$ cat src/rtl/rob_pkg.sv
// rtl/rob_pkg.sv - shared widths, ROB entry layout and free-eligibility predicate
// Purpose: common types for retire_rob, its interface and its sub-modules.
//   PREG_W  physical register index width
//   AREG_W  architectural register index width
//   rob_entry_t  {valid, done, regwrite, rd, olddest}
//   free_eligible()  true when a retiring entry returns olddest to the free pool
package rob_pkg;
   localparam int PREG_W = 7;
   localparam int AREG_W = 5;

   typedef struct packed {
      logic              valid;
      logic              done;
      logic              regwrite;
      logic [AREG_W-1:0] rd;
      logic [PREG_W-1:0] olddest;
   } rob_entry_t;

   // p0 is hard-wired and never enters the free pool, and x0 writes never
   // displaced a real mapping.
   function automatic logic free_eligible(input rob_entry_t e);
      return e.regwrite && (e.rd != '0) && (e.olddest != '0);
   endfunction
endpackage

$ cat src/rtl/retire_rob_if.sv
// rtl/retire_rob_if.sv - rename/execute/free-pool signal bundle of the ROB
// Purpose: groups every ROB port except clk/reset.
//   alloc_*  rename -> ROB allocation (two slots), alloc_ready/alloc_tag_n back
//   cmpl_*   execute -> ROB completion strobes and tags
//   free_valid_n/freereg_n, retire_count, rob_count, rob_empty  ROB -> core
//   flush    squash all entries (only when ROB_FLUSH_EN is defined)
// Modports: slave = ROB side, master = driver side.
interface retire_rob_if #(
   parameter int DEPTH = 16
);
   import rob_pkg::*;
   localparam int TAG_W = $clog2(DEPTH);

   logic              alloc_valid_1, alloc_valid_2;
   logic              alloc_regwrite_1, alloc_regwrite_2;
   logic [AREG_W-1:0] alloc_rd_1, alloc_rd_2;
   logic [PREG_W-1:0] alloc_olddest_1, alloc_olddest_2;
   logic              alloc_ready;
   logic [TAG_W-1:0]  alloc_tag_1, alloc_tag_2;
   logic              cmpl_valid_1, cmpl_valid_2;
   logic [TAG_W-1:0]  cmpl_tag_1, cmpl_tag_2;
   logic              free_valid_1, free_valid_2;
   logic [PREG_W-1:0] freereg_1, freereg_2;
   logic [1:0]        retire_count;
   logic [TAG_W:0]    rob_count;
   logic              rob_empty;
`ifdef ROB_FLUSH_EN
   logic              flush;
`endif

   modport slave (
`ifdef ROB_FLUSH_EN
      input  flush,
`endif
      input  alloc_valid_1, alloc_valid_2, alloc_regwrite_1, alloc_regwrite_2,
      input  alloc_rd_1, alloc_rd_2, alloc_olddest_1, alloc_olddest_2,
      input  cmpl_valid_1, cmpl_valid_2, cmpl_tag_1, cmpl_tag_2,
      output alloc_ready, alloc_tag_1, alloc_tag_2,
      output free_valid_1, free_valid_2, freereg_1, freereg_2,
      output retire_count, rob_count, rob_empty
   );

   modport master (
`ifdef ROB_FLUSH_EN
      output flush,
`endif
      output alloc_valid_1, alloc_valid_2, alloc_regwrite_1, alloc_regwrite_2,
      output alloc_rd_1, alloc_rd_2, alloc_olddest_1, alloc_olddest_2,
      output cmpl_valid_1, cmpl_valid_2, cmpl_tag_1, cmpl_tag_2,
      input  alloc_ready, alloc_tag_1, alloc_tag_2,
      input  free_valid_1, free_valid_2, freereg_1, freereg_2,
      input  retire_count, rob_count, rob_empty
   );
endinterface

$ cat src/rtl/rob_ptr.sv
// rtl/rob_ptr.sv - wrap-bit circular pointer with +0/+1/+2 step and load
// Purpose: head/tail pointer of the ROB; MSB is the wrap bit.
//   clk, reset  clock, async active-high reset (pointer -> 0)
//   i_inc       step 0..2
//   i_load      load i_load_val instead of stepping
//   o_ptr       current pointer, TAG_W+1 bits
module rob_ptr #(
   parameter int TAG_W = 4
) (
   input  logic           clk,
   input  logic           reset,
   input  logic [1:0]     i_inc,
   input  logic           i_load,
   input  logic [TAG_W:0] i_load_val,
   output logic [TAG_W:0] o_ptr
);
   logic [TAG_W:0] r_ptr;

   // DEPTH is a power of two, so plain binary overflow of the low bits
   // toggles the wrap bit exactly at the buffer boundary.
   always_ff @(posedge clk or posedge reset) begin
      if (reset) begin
         r_ptr <= '0;
      end else if (i_load) begin
         r_ptr <= i_load_val;
      end else begin
         r_ptr <= r_ptr + (TAG_W+1)'(i_inc);
      end
   end

   assign o_ptr = r_ptr;
endmodule

$ cat src/rtl/retire_rob.sv
// rtl/retire_rob.sv - 2-wide reorder buffer with in-order retire and preg free
// Purpose: allocates up to two entries per cycle, marks completions, retires
// up to two done entries in order and returns their old pregs.
//   clk, reset  clock, async active-high reset
//   rob         retire_rob_if.slave (alloc, completion, free, status)
// Optional: ROB_FLUSH_EN adds rob.flush, which squashes every entry.
module retire_rob
   import rob_pkg::*;
#(
   parameter int DEPTH = 16
) (
   input logic         clk,
   input logic         reset,
   retire_rob_if.slave rob
);
   localparam int TAG_W = $clog2(DEPTH);

   logic [TAG_W:0]    w_head, w_tail, w_count;
   logic [TAG_W-1:0]  w_head_idx, w_head_idx1, w_tail_idx, w_tail_idx1;
   logic              w_flush, w_ready;
   logic              w_alloc_1, w_alloc_2, w_ret_1, w_ret_2, w_free_1, w_free_2;
   logic [1:0]        w_alloc_inc, w_ret_inc;
   rob_entry_t        w_head_e, w_head_e1;

   logic [DEPTH-1:0]  r_valid, r_done;
   logic              r_regwrite [DEPTH];
   logic [AREG_W-1:0] r_rd       [DEPTH];
   logic [PREG_W-1:0] r_olddest  [DEPTH];

   logic              r_free_valid_1, r_free_valid_2;
   logic [PREG_W-1:0] r_freereg_1, r_freereg_2;
   logic [1:0]        r_retire_count;

`ifdef ROB_FLUSH_EN
   assign w_flush = rob.flush;
`else
   assign w_flush = 1'b0;
`endif

   // Occupancy comes from the pointers; the wrap bit disambiguates full/empty.
   assign w_count     = w_tail - w_head;
   assign w_ready     = (w_count <= (TAG_W+1)'(DEPTH - 2));
   assign w_head_idx  = w_head[TAG_W-1:0];
   assign w_head_idx1 = w_head_idx + TAG_W'(1);
   assign w_tail_idx  = w_tail[TAG_W-1:0];
   assign w_tail_idx1 = w_tail_idx + TAG_W'(1);

   always_comb begin
      w_head_e  = '{valid: r_valid[w_head_idx], done: r_done[w_head_idx],
                    regwrite: r_regwrite[w_head_idx], rd: r_rd[w_head_idx],
                    olddest: r_olddest[w_head_idx]};
      w_head_e1 = '{valid: r_valid[w_head_idx1], done: r_done[w_head_idx1],
                    regwrite: r_regwrite[w_head_idx1], rd: r_rd[w_head_idx1],
                    olddest: r_olddest[w_head_idx1]};
   end

   // Allocation is not credited with same-cycle retires: ready uses the
   // registered count only.
   assign w_alloc_1   = w_ready && rob.alloc_valid_1 && !w_flush;
   assign w_alloc_2   = w_alloc_1 && rob.alloc_valid_2;
   assign w_ret_1     = !w_flush && w_head_e.valid && w_head_e.done;
   assign w_ret_2     = w_ret_1 && w_head_e1.valid && w_head_e1.done;
   assign w_free_1    = w_ret_1 && free_eligible(w_head_e);
   assign w_free_2    = w_ret_2 && free_eligible(w_head_e1);
   assign w_alloc_inc = {1'b0, w_alloc_1} + {1'b0, w_alloc_2};
   assign w_ret_inc   = {1'b0, w_ret_1} + {1'b0, w_ret_2};

   rob_ptr #(.TAG_W(TAG_W)) u_head (
      .clk        (clk),
      .reset      (reset),
      .i_inc      (w_ret_inc),
      .i_load     (1'b0),
      .i_load_val ('0),
      .o_ptr      (w_head)
   );

   // A flush collapses the buffer by pulling tail back onto head.
   rob_ptr #(.TAG_W(TAG_W)) u_tail (
      .clk        (clk),
      .reset      (reset),
      .i_inc      (w_alloc_inc),
      .i_load     (w_flush),
      .i_load_val (w_head),
      .o_ptr      (w_tail)
   );

   // Ordering inside the else-branch matters: completion, then retire
   // invalidation, then allocation. Allocation only ever targets free slots,
   // so a completion aimed at a slot being allocated sees valid=0 and is lost.
   always_ff @(posedge clk or posedge reset) begin
      if (reset) begin
         r_valid        <= '0;
         r_done         <= '0;
         r_free_valid_1 <= 1'b0;
         r_free_valid_2 <= 1'b0;
         r_freereg_1    <= '0;
         r_freereg_2    <= '0;
         r_retire_count <= '0;
      end else begin
         r_retire_count <= w_ret_inc;
         r_free_valid_1 <= w_free_1;
         r_free_valid_2 <= w_free_2;
         r_freereg_1    <= w_free_1 ? w_head_e.olddest  : '0;
         r_freereg_2    <= w_free_2 ? w_head_e1.olddest : '0;
         if (w_flush) begin
            r_valid <= '0;
            r_done  <= '0;
         end else begin
            if (rob.cmpl_valid_1 && r_valid[rob.cmpl_tag_1]) r_done[rob.cmpl_tag_1] <= 1'b1;
            if (rob.cmpl_valid_2 && r_valid[rob.cmpl_tag_2]) r_done[rob.cmpl_tag_2] <= 1'b1;
            if (w_ret_1) r_valid[w_head_idx]  <= 1'b0;
            if (w_ret_2) r_valid[w_head_idx1] <= 1'b0;
            if (w_alloc_1) begin
               r_valid[w_tail_idx] <= 1'b1;
               r_done[w_tail_idx]  <= 1'b0;
            end
            if (w_alloc_2) begin
               r_valid[w_tail_idx1] <= 1'b1;
               r_done[w_tail_idx1]  <= 1'b0;
            end
         end
      end
   end

   // Payload is qualified by r_valid, so it needs no reset.
   always_ff @(posedge clk) begin
      if (w_alloc_1) begin
         r_regwrite[w_tail_idx] <= rob.alloc_regwrite_1;
         r_rd[w_tail_idx]       <= rob.alloc_rd_1;
         r_olddest[w_tail_idx]  <= rob.alloc_olddest_1;
      end
      if (w_alloc_2) begin
         r_regwrite[w_tail_idx1] <= rob.alloc_regwrite_2;
         r_rd[w_tail_idx1]       <= rob.alloc_rd_2;
         r_olddest[w_tail_idx1]  <= rob.alloc_olddest_2;
      end
   end

   assign rob.alloc_ready  = w_ready;
   assign rob.alloc_tag_1  = w_tail_idx;
   assign rob.alloc_tag_2  = w_tail_idx1;
   assign rob.free_valid_1 = r_free_valid_1;
   assign rob.free_valid_2 = r_free_valid_2;
   assign rob.freereg_1    = r_freereg_1;
   assign rob.freereg_2    = r_freereg_2;
   assign rob.retire_count = r_retire_count;
   assign rob.rob_count    = w_count;
   assign rob.rob_empty    = (w_count == '0);
endmodule

$ cat src/flat_wrapper.sv
// flat-port wrapper written by rule: the top's interface ports become plain ports
module retire_rob_flat import rob_pkg::*;
#(
   parameter int DEPTH = 16
)
  (clk, reset, rob_alloc_valid_1, rob_alloc_valid_2, rob_alloc_regwrite_1, rob_alloc_regwrite_2, rob_alloc_rd_1, rob_alloc_rd_2, rob_alloc_olddest_1, rob_alloc_olddest_2, rob_cmpl_valid_1, rob_cmpl_valid_2, rob_cmpl_tag_1, rob_cmpl_tag_2, rob_alloc_ready, rob_alloc_tag_1, rob_alloc_tag_2, rob_free_valid_1, rob_free_valid_2, rob_freereg_1, rob_freereg_2, rob_retire_count, rob_rob_count, rob_rob_empty);
  retire_rob_if #(.DEPTH(DEPTH)) rob_i ();
  input logic clk;
  input logic reset;
  input wire logic [$bits(rob_i.alloc_valid_1)-1:0] rob_alloc_valid_1;
  input wire logic [$bits(rob_i.alloc_valid_2)-1:0] rob_alloc_valid_2;
  input wire logic [$bits(rob_i.alloc_regwrite_1)-1:0] rob_alloc_regwrite_1;
  input wire logic [$bits(rob_i.alloc_regwrite_2)-1:0] rob_alloc_regwrite_2;
  input wire logic [$bits(rob_i.alloc_rd_1)-1:0] rob_alloc_rd_1;
  input wire logic [$bits(rob_i.alloc_rd_2)-1:0] rob_alloc_rd_2;
  input wire logic [$bits(rob_i.alloc_olddest_1)-1:0] rob_alloc_olddest_1;
  input wire logic [$bits(rob_i.alloc_olddest_2)-1:0] rob_alloc_olddest_2;
  input wire logic [$bits(rob_i.cmpl_valid_1)-1:0] rob_cmpl_valid_1;
  input wire logic [$bits(rob_i.cmpl_valid_2)-1:0] rob_cmpl_valid_2;
  input wire logic [$bits(rob_i.cmpl_tag_1)-1:0] rob_cmpl_tag_1;
  input wire logic [$bits(rob_i.cmpl_tag_2)-1:0] rob_cmpl_tag_2;
  output wire logic [$bits(rob_i.alloc_ready)-1:0] rob_alloc_ready;
  output wire logic [$bits(rob_i.alloc_tag_1)-1:0] rob_alloc_tag_1;
  output wire logic [$bits(rob_i.alloc_tag_2)-1:0] rob_alloc_tag_2;
  output wire logic [$bits(rob_i.free_valid_1)-1:0] rob_free_valid_1;
  output wire logic [$bits(rob_i.free_valid_2)-1:0] rob_free_valid_2;
  output wire logic [$bits(rob_i.freereg_1)-1:0] rob_freereg_1;
  output wire logic [$bits(rob_i.freereg_2)-1:0] rob_freereg_2;
  output wire logic [$bits(rob_i.retire_count)-1:0] rob_retire_count;
  output wire logic [$bits(rob_i.rob_count)-1:0] rob_rob_count;
  output wire logic [$bits(rob_i.rob_empty)-1:0] rob_rob_empty;
  assign rob_i.alloc_valid_1 = rob_alloc_valid_1;
  assign rob_i.alloc_valid_2 = rob_alloc_valid_2;
  assign rob_i.alloc_regwrite_1 = rob_alloc_regwrite_1;
  assign rob_i.alloc_regwrite_2 = rob_alloc_regwrite_2;
  assign rob_i.alloc_rd_1 = rob_alloc_rd_1;
  assign rob_i.alloc_rd_2 = rob_alloc_rd_2;
  assign rob_i.alloc_olddest_1 = rob_alloc_olddest_1;
  assign rob_i.alloc_olddest_2 = rob_alloc_olddest_2;
  assign rob_i.cmpl_valid_1 = rob_cmpl_valid_1;
  assign rob_i.cmpl_valid_2 = rob_cmpl_valid_2;
  assign rob_i.cmpl_tag_1 = rob_cmpl_tag_1;
  assign rob_i.cmpl_tag_2 = rob_cmpl_tag_2;
  assign rob_alloc_ready = rob_i.alloc_ready;
  assign rob_alloc_tag_1 = rob_i.alloc_tag_1;
  assign rob_alloc_tag_2 = rob_i.alloc_tag_2;
  assign rob_free_valid_1 = rob_i.free_valid_1;
  assign rob_free_valid_2 = rob_i.free_valid_2;
  assign rob_freereg_1 = rob_i.freereg_1;
  assign rob_freereg_2 = rob_i.freereg_2;
  assign rob_retire_count = rob_i.retire_count;
  assign rob_rob_count = rob_i.rob_count;
  assign rob_rob_empty = rob_i.rob_empty;
  retire_rob #(.DEPTH(DEPTH)) u_core (.clk(clk), .reset(reset), .rob(rob_i));
endmodule
$ cat config.mk
export PLATFORM = sky130hd
export DESIGN_NAME = retire_rob_flat
export DESIGN_NICKNAME = d
export VERILOG_FILES = /design/src/rtl/rob_pkg.sv /design/src/rtl/retire_rob_if.sv /design/src/rtl/rob_ptr.sv /design/src/rtl/retire_rob.sv /design/src/flat_wrapper.sv
export SDC_FILE = /design/constraint.sdc
export NUM_CORES = 1
export LEC_CHECK = 0
export BUFFER_PORTS_ARGS = -buffer_cell sky130_fd_sc_hd__buf_2
export CAP_MARGIN = 10
export CORE_UTILIZATION = 58
export DETAILED_ROUTE_END_ITERATION = 12
export PLACE_DENSITY = 0.83
export SLEW_MARGIN = 5
export SYNTH_ARGS = -nofsm -noshare
export SYNTH_HDL_FRONTEND = slang
export SYNTH_SLANG_ARGS = --single-unit
$ cat constraint.sdc
create_clock -name clk -period 8 [get_ports clk]
set_input_delay 1.6 -clock clk [delete_from_list [all_inputs] [get_ports clk]]
set_output_delay 1.6 -clock clk [all_outputs]
set_load 0.01 [all_outputs]
* Word level (Yosys, flattened, before mapping)
Memory sizes are Yosys's and may differ from the RTL's.
Index checks and enable logic that the tools add are counted.
** Operators by class
- $add $sub $neg :: 7
- Mux-type cells :: 38
- Bitwise operators :: 12
- Reductions and logical operators :: 24
- Magnitude comparators :: 13
** Operators by type and width (count)
- $mux W16 :: 8
- $and A16 B16 Y16 :: 4
- $not A16 Y16 :: 4
- $or A16 B16 Y16 :: 4
- $lt A4 B5 Y1 const B :: 6
- $bmux W1 S4 :: 6
- $demux W1 S4 :: 6
- $ge A4 B1 Y1 const B :: 6
- $logic_and A1 B1 Y1 :: 19
- $mux W1 :: 16
- $mux W7 :: 2
- $reduce_bool A7 Y1 :: 2
- $add A5 B2 Y5 :: 2
- $reduce_bool A5 Y1 :: 2
- $add A4 B1 Y4 const B :: 2
- $le A5 B4 Y1 const B :: 1
- $logic_not A5 Y1 :: 1
- $sub A5 B5 Y5 :: 1
- $add A1 B1 Y2 :: 2
** Storage, ports and cells
- Logic and storage cells :: 106
- Memory bits (writable) :: 208
- Bits in registers :: 60
- Input bits :: 40
- Memories :: 3
** Memory list
- u_core.r_olddest :: words 16, bits a word 7, rd ports 2, clocked after memory_dff 0, wr ports 2, line retire_rob.sv:28 : logic [PREG_W-1:0] r_olddest [DEPTH];
- u_core.r_rd :: words 16, bits a word 5, rd ports 2, clocked after memory_dff 0, wr ports 2, line retire_rob.sv:27 : logic [AREG_W-1:0] r_rd [DEPTH];
- u_core.r_regwrite :: words 16, bits a word 1, rd ports 2, clocked after memory_dff 0, wr ports 2, line retire_rob.sv:26 : logic r_regwrite [DEPTH];

* Longest topological paths before layout
- Depth after elaboration :: 13
- Gate-level depth with buffers :: 19
- Mapped depth without buffers :: 14

* By module
From an unflattened synthesis, not the netlist that was laid out.
** Unflattened totals
- Cell total of the unflattened synthesis :: 1112
- Area, all modules :: 15446.1 µm²
** Modules (own cells, without submodules)
- retire_rob :: area an instance 14883.0 µm², cells each 1054, instances 1, sequential area each 7497.2 µm²
- rob_ptr :: area an instance 281.5 µm², cells each 29, instances 2, sequential area each 125.1 µm²

* Worst setup path after synthesis
No wires, ideal clock.
- Kind :: reg-to-output
- Start :: reg u_core.u_head.r_ptr[2], in the netlist u_core.u_head.o_ptr[2]
- End :: out rob_rob_empty
- Data required time :: 6.400 ns
- Arrival time :: 2.547 ns
- Cell stages (with the launch flop) :: 10
- Slack :: 3.853 ns
- Cells stage by stage :: dfrtp_1 > buf_4 > inv_1 > buf_1 > ha_1 > a21o_1 > a21oi_1 > xnor2_1 > or4_1 > nor2_1
** Between the ends
- Cells in the longest elaborated chain, start to end :: 2
** Ends and longest elaborated chain
- start: declaration :: line rob_ptr.sv:17 : logic [TAG_W:0] r_ptr;
- start signal: assignment :: line rob_ptr.sv:25 : r_ptr <= i_load_val;
- start signal: assignment :: line rob_ptr.sv:27 : r_ptr <= r_ptr + (TAG_W+1)'(i_inc);
- $sub A5 B5 Y5 :: line retire_rob.sv:41 : assign w_count = w_tail - w_head;
- net rob_rob_count[4] :: line flat_wrapper.sv:30 : output wire logic [$bits(rob_i.rob_count)-1:0] rob_rob_count;
- $logic_not A5 Y1 :: line retire_rob.sv:148 : assign rob.rob_empty = (w_count == '0);
- end: declaration :: line flat_wrapper.sv:31 : output wire logic [$bits(rob_i.rob_empty)-1:0] rob_rob_empty;
The timed path passes the listed nets, and every way through them passes these cells.

* Worst setup path after layout
- Start :: reg u_core.u_head.r_ptr[0], in the netlist u_core.u_head.o_ptr[0]
- End :: out rob_rob_empty
** Between the ends
- Cells in the longest elaborated chain, start to end :: 2
** Ends and longest elaborated chain (line)
- $sub A5 B5 Y5 :: retire_rob.sv:41
- $logic_not A5 Y1 :: retire_rob.sv:148
No other way between the ends.

==> impl_metrics.ini <==
[run_status]
status = completed

[worst_setup_path]
cp_max_fo = 61
arrival_ns = 3.97
cp_slowest_stage_delay_ns = 0.79
end_kind = primary output
cp_cell_sequence = buf_4 > ha_1 > inv_1 > fa_1 > a21o_1 > a21oi_1 > xnor2_1 > or4_1 > nor2_1 > buf_2
crit_slowest_cell = buf_4
startpoint_type = flop
critPathKind = flop to primary output
cpLargestDelayFamily = buffers and inverters
worst-path-buf-inv = 3
worstPathRequired_ns = 6.40

[placement]
port-buffer-count = 72
dpl.hpwl_um = 25600
dp.cells = 1429
place.gp.congestion = 0.929

[die]
boundaryPins = 73
rows = 59
fp.dieH_um = 164
start_util_pct = 58.9
design.core.area_um2 = 25900
dieArea_um2 = 27000
die_w_um = 164

[routing]
via_count = 10300
wl_per_cell_um = 27.6
drc = 0
drtIter0Drc = 1312
routed_wl_um = 40900
ant_nets = 0
first_pass_iters = 8
viasPerCell = 6.96

[sta]
min_period_ns = 5.57
min_period_over_period_pct = 69.6
timing.fmax_mhz = 180
maxSlewViolCount = 0
fin_tns_setup_ns = 0
hold_viol = 0
setup_viol_count_final = 0
rsz0062_at_grt = false
max_slew_margin_pct = 26.8
finalClockSkew_ns = 0.00888
worst_pin_slew_ns = 1.10

[finish]
instances_no_fill = 1481
syn2layout_area_growth_pct = 9.39
fin_util_pct = 64.4
final_cell_mix = edfxtp_1, mux2_2, mux2_1
drive_gt1_share_pct = 34.5
antenna_cells = 0
fillers = 1812
layout_commonest_cell = edfxtp_1
fin_nets = 1189

[synthesis]
ys_types = 74
ys_async_sr_fraction_pct = 22.4
yosys.area_share.xor_xnor_pct = 0.910
synth_top_family_by_area = multiplexers
yosys_warnings = 0
synth_top_area_cell = edfxtp_1
synth_top_area_share_pct = 40.9
synthTopCellsByArea = edfxtp_1, mux4_2, dfrtp_1, mux2_2, mux2_1
syn_nets = 1144
synthFlopType = edfxtp_1
yosysSeqAreaShare_pct = 50.8
synthMuxAreaShare_pct = 27.5
syn_avg_cell_area_um2 = 14.1
synthAdderAreaFrac_pct = 2.03
post_synth_and_or_nand_nor_area_fraction_pct = 8.69
synthCells = 1081
synth_compound_gate_area_share_pct = 6.59
synth_area_um2 = 15300
ys_ff_latch = 268
synth_edf_count = 208

[clocking]
clockRootBuffer = clkbuf_16
postCtsSetupRepairBufs = 0
cts.clk_slew.worst_paths_ns = 0.06
cts_tree = done
clock_sinks = 268
hold_buffers = 0
ctsResizeCount = 0
htreeDepth = 1
cts_buffers = 30
clk_latency_ns = 0.57
clockBufferDepth = 3

[global_route]
grt_pass1_wl_um = 62000
antenna_found_initial = 1
grt_overflow_total = 0
grt_usage_pct = 31.3
grt_max_degree = 62
grt_pass1_vias = 10400

[power]
peakVddDrop_v = 0.000221
leakage_nw = 5.97
cellPowerDensity_nw_per_um2 = 372

[flow_run]
cap_violations = 0

[hold_path]
hold_path.class = flop to flop
==> routing by layer <==
| layer | vias to the layer above | GRT usage [%] | routed length (um) |
|---|---|---|---|
| met1 | 5163 | 40.3 | 14800 |
| met2 | 670 | 49.9 | 19400 |
| met5 | - | 0 | 17 |
| met4 | 2 | 14.8 | 2020 |
| li1 | 4316 | - | - |
| met3 | 154 | 7.80 | 4550 |
==> cells in the mapped netlist (7+ instances only) <==
cell type / instances
buf_6: 9
dfrtp_1: 60
nor3_1: 7
xnor2_1: 8
a22oi_1: 7
edfxtp_1: 208
mux2_4: 20
nand2_2: 12
nand2_1: 56
inv_1: 16
mux2_1: 81
nand2b_1: 7
mux2_2: 110
nor2_1: 53
and2_1: 27
a31o_2: 11
ha_1: 20
o211ai_1: 9
o21ai_0: 14
a32oi_1: 11
clkbuf_1: 35
nor2b_1: 22
buf_4: 17
or4_1: 17
a21oi_1: 29
nand3_1: 20
o22ai_1: 8
buf_2: 16
mux4_2: 77
a31oi_1: 8
==> worst min-delay path: cells and delay by family, from the launching register on <==
kind	cells	cell delay [ns]
flip-flops	1	0.34
AO/OA/AOI/OAI	1	0.04
AND/OR/NAND/NOR	1	0.07
==> report_power, final <==
group,switching (W),internal (W),total (W)
clock,0.000561,0.000749,0.00131
sequential,0.000215,0.00182,0.00204
combinational,0.00168,0.00118,0.00287
total,0.00246,0.00375,0.00621
==> final timing paths <==
path | from | to | slack (ns) | cells after the start
worst max-delay path | u_core.u_head.o_ptr[0] | rob_rob_empty | 2.43 | 10
worst min-delay path | u_core.r_done[9] | u_core.r_done[9] | 0.49 | 2
worst max register to register | u_core.u_head.o_ptr[0] | u_core.u_head.o_ptr[4] | 2.83 | 14
worst min register to register | u_core.r_done[9] | u_core.r_done[9] | 0.49 | 2
max in group asynchronous | reset | u_core.u_head.o_ptr[0] | 6.13 | 3
min in group asynchronous | reset | u_core.rob.freereg_2[5] | 1.25 | 3
==> metrics by stage <==
step | hold WS, ns | setup WS [ns] | power (W) | cell area [um2]
finish | 0.491 | 2.43 | 0.00621 | 16700
global route | 0.505 | 2.19 | 0.00649 | 16700
CTS | 0.492 | 2.43 | 0.00616 | 16700
detailed placement | 0.477 | 3.00 | 0.00485 | 15800
global placement | 0.473 | 3.08 | 0.00477 | 15800
floorplan | 0.455 | 3.85 | 0.00409 | 15300
==> state kept, by name (all words and copies together) (netlist names) <==
name and cells:
u_core.r_done 16, u_core.r_olddest 112, u_core.r_rd 80, u_core.r_regwrite 16, u_core.r_valid 16, u_core.rob.free_valid_1 1, u_core.rob.free_valid_2 1, u_core.rob.freereg_1 7
u_core.rob.freereg_2 7, u_core.rob.retire_count 2, u_core.u_head.o_ptr 5, u_core.u_tail.o_ptr 5
==> cell type report <==
class,count,area [um2],area share [%]
multi-input cells,712,7000,41.9
well taps,335,419,2.51
inverters,18,67.6,0.405
flip-flops and latches,268,7750,46.4
repair buffers,96,541,3.24
clock inverters,16,145,0.869
clock buffers,36,773,4.63
==> kinds of logic after synthesis <==
family,Yosys count
multiplexers,290
AND/OR/NAND/NOR,246
flip-flops,268
XOR/XNOR,15
AO/OA/AOI/OAI,138
adder cells (fa/ha/maj),23
buffers and inverters,101
(Power assumes the default switching activity.)
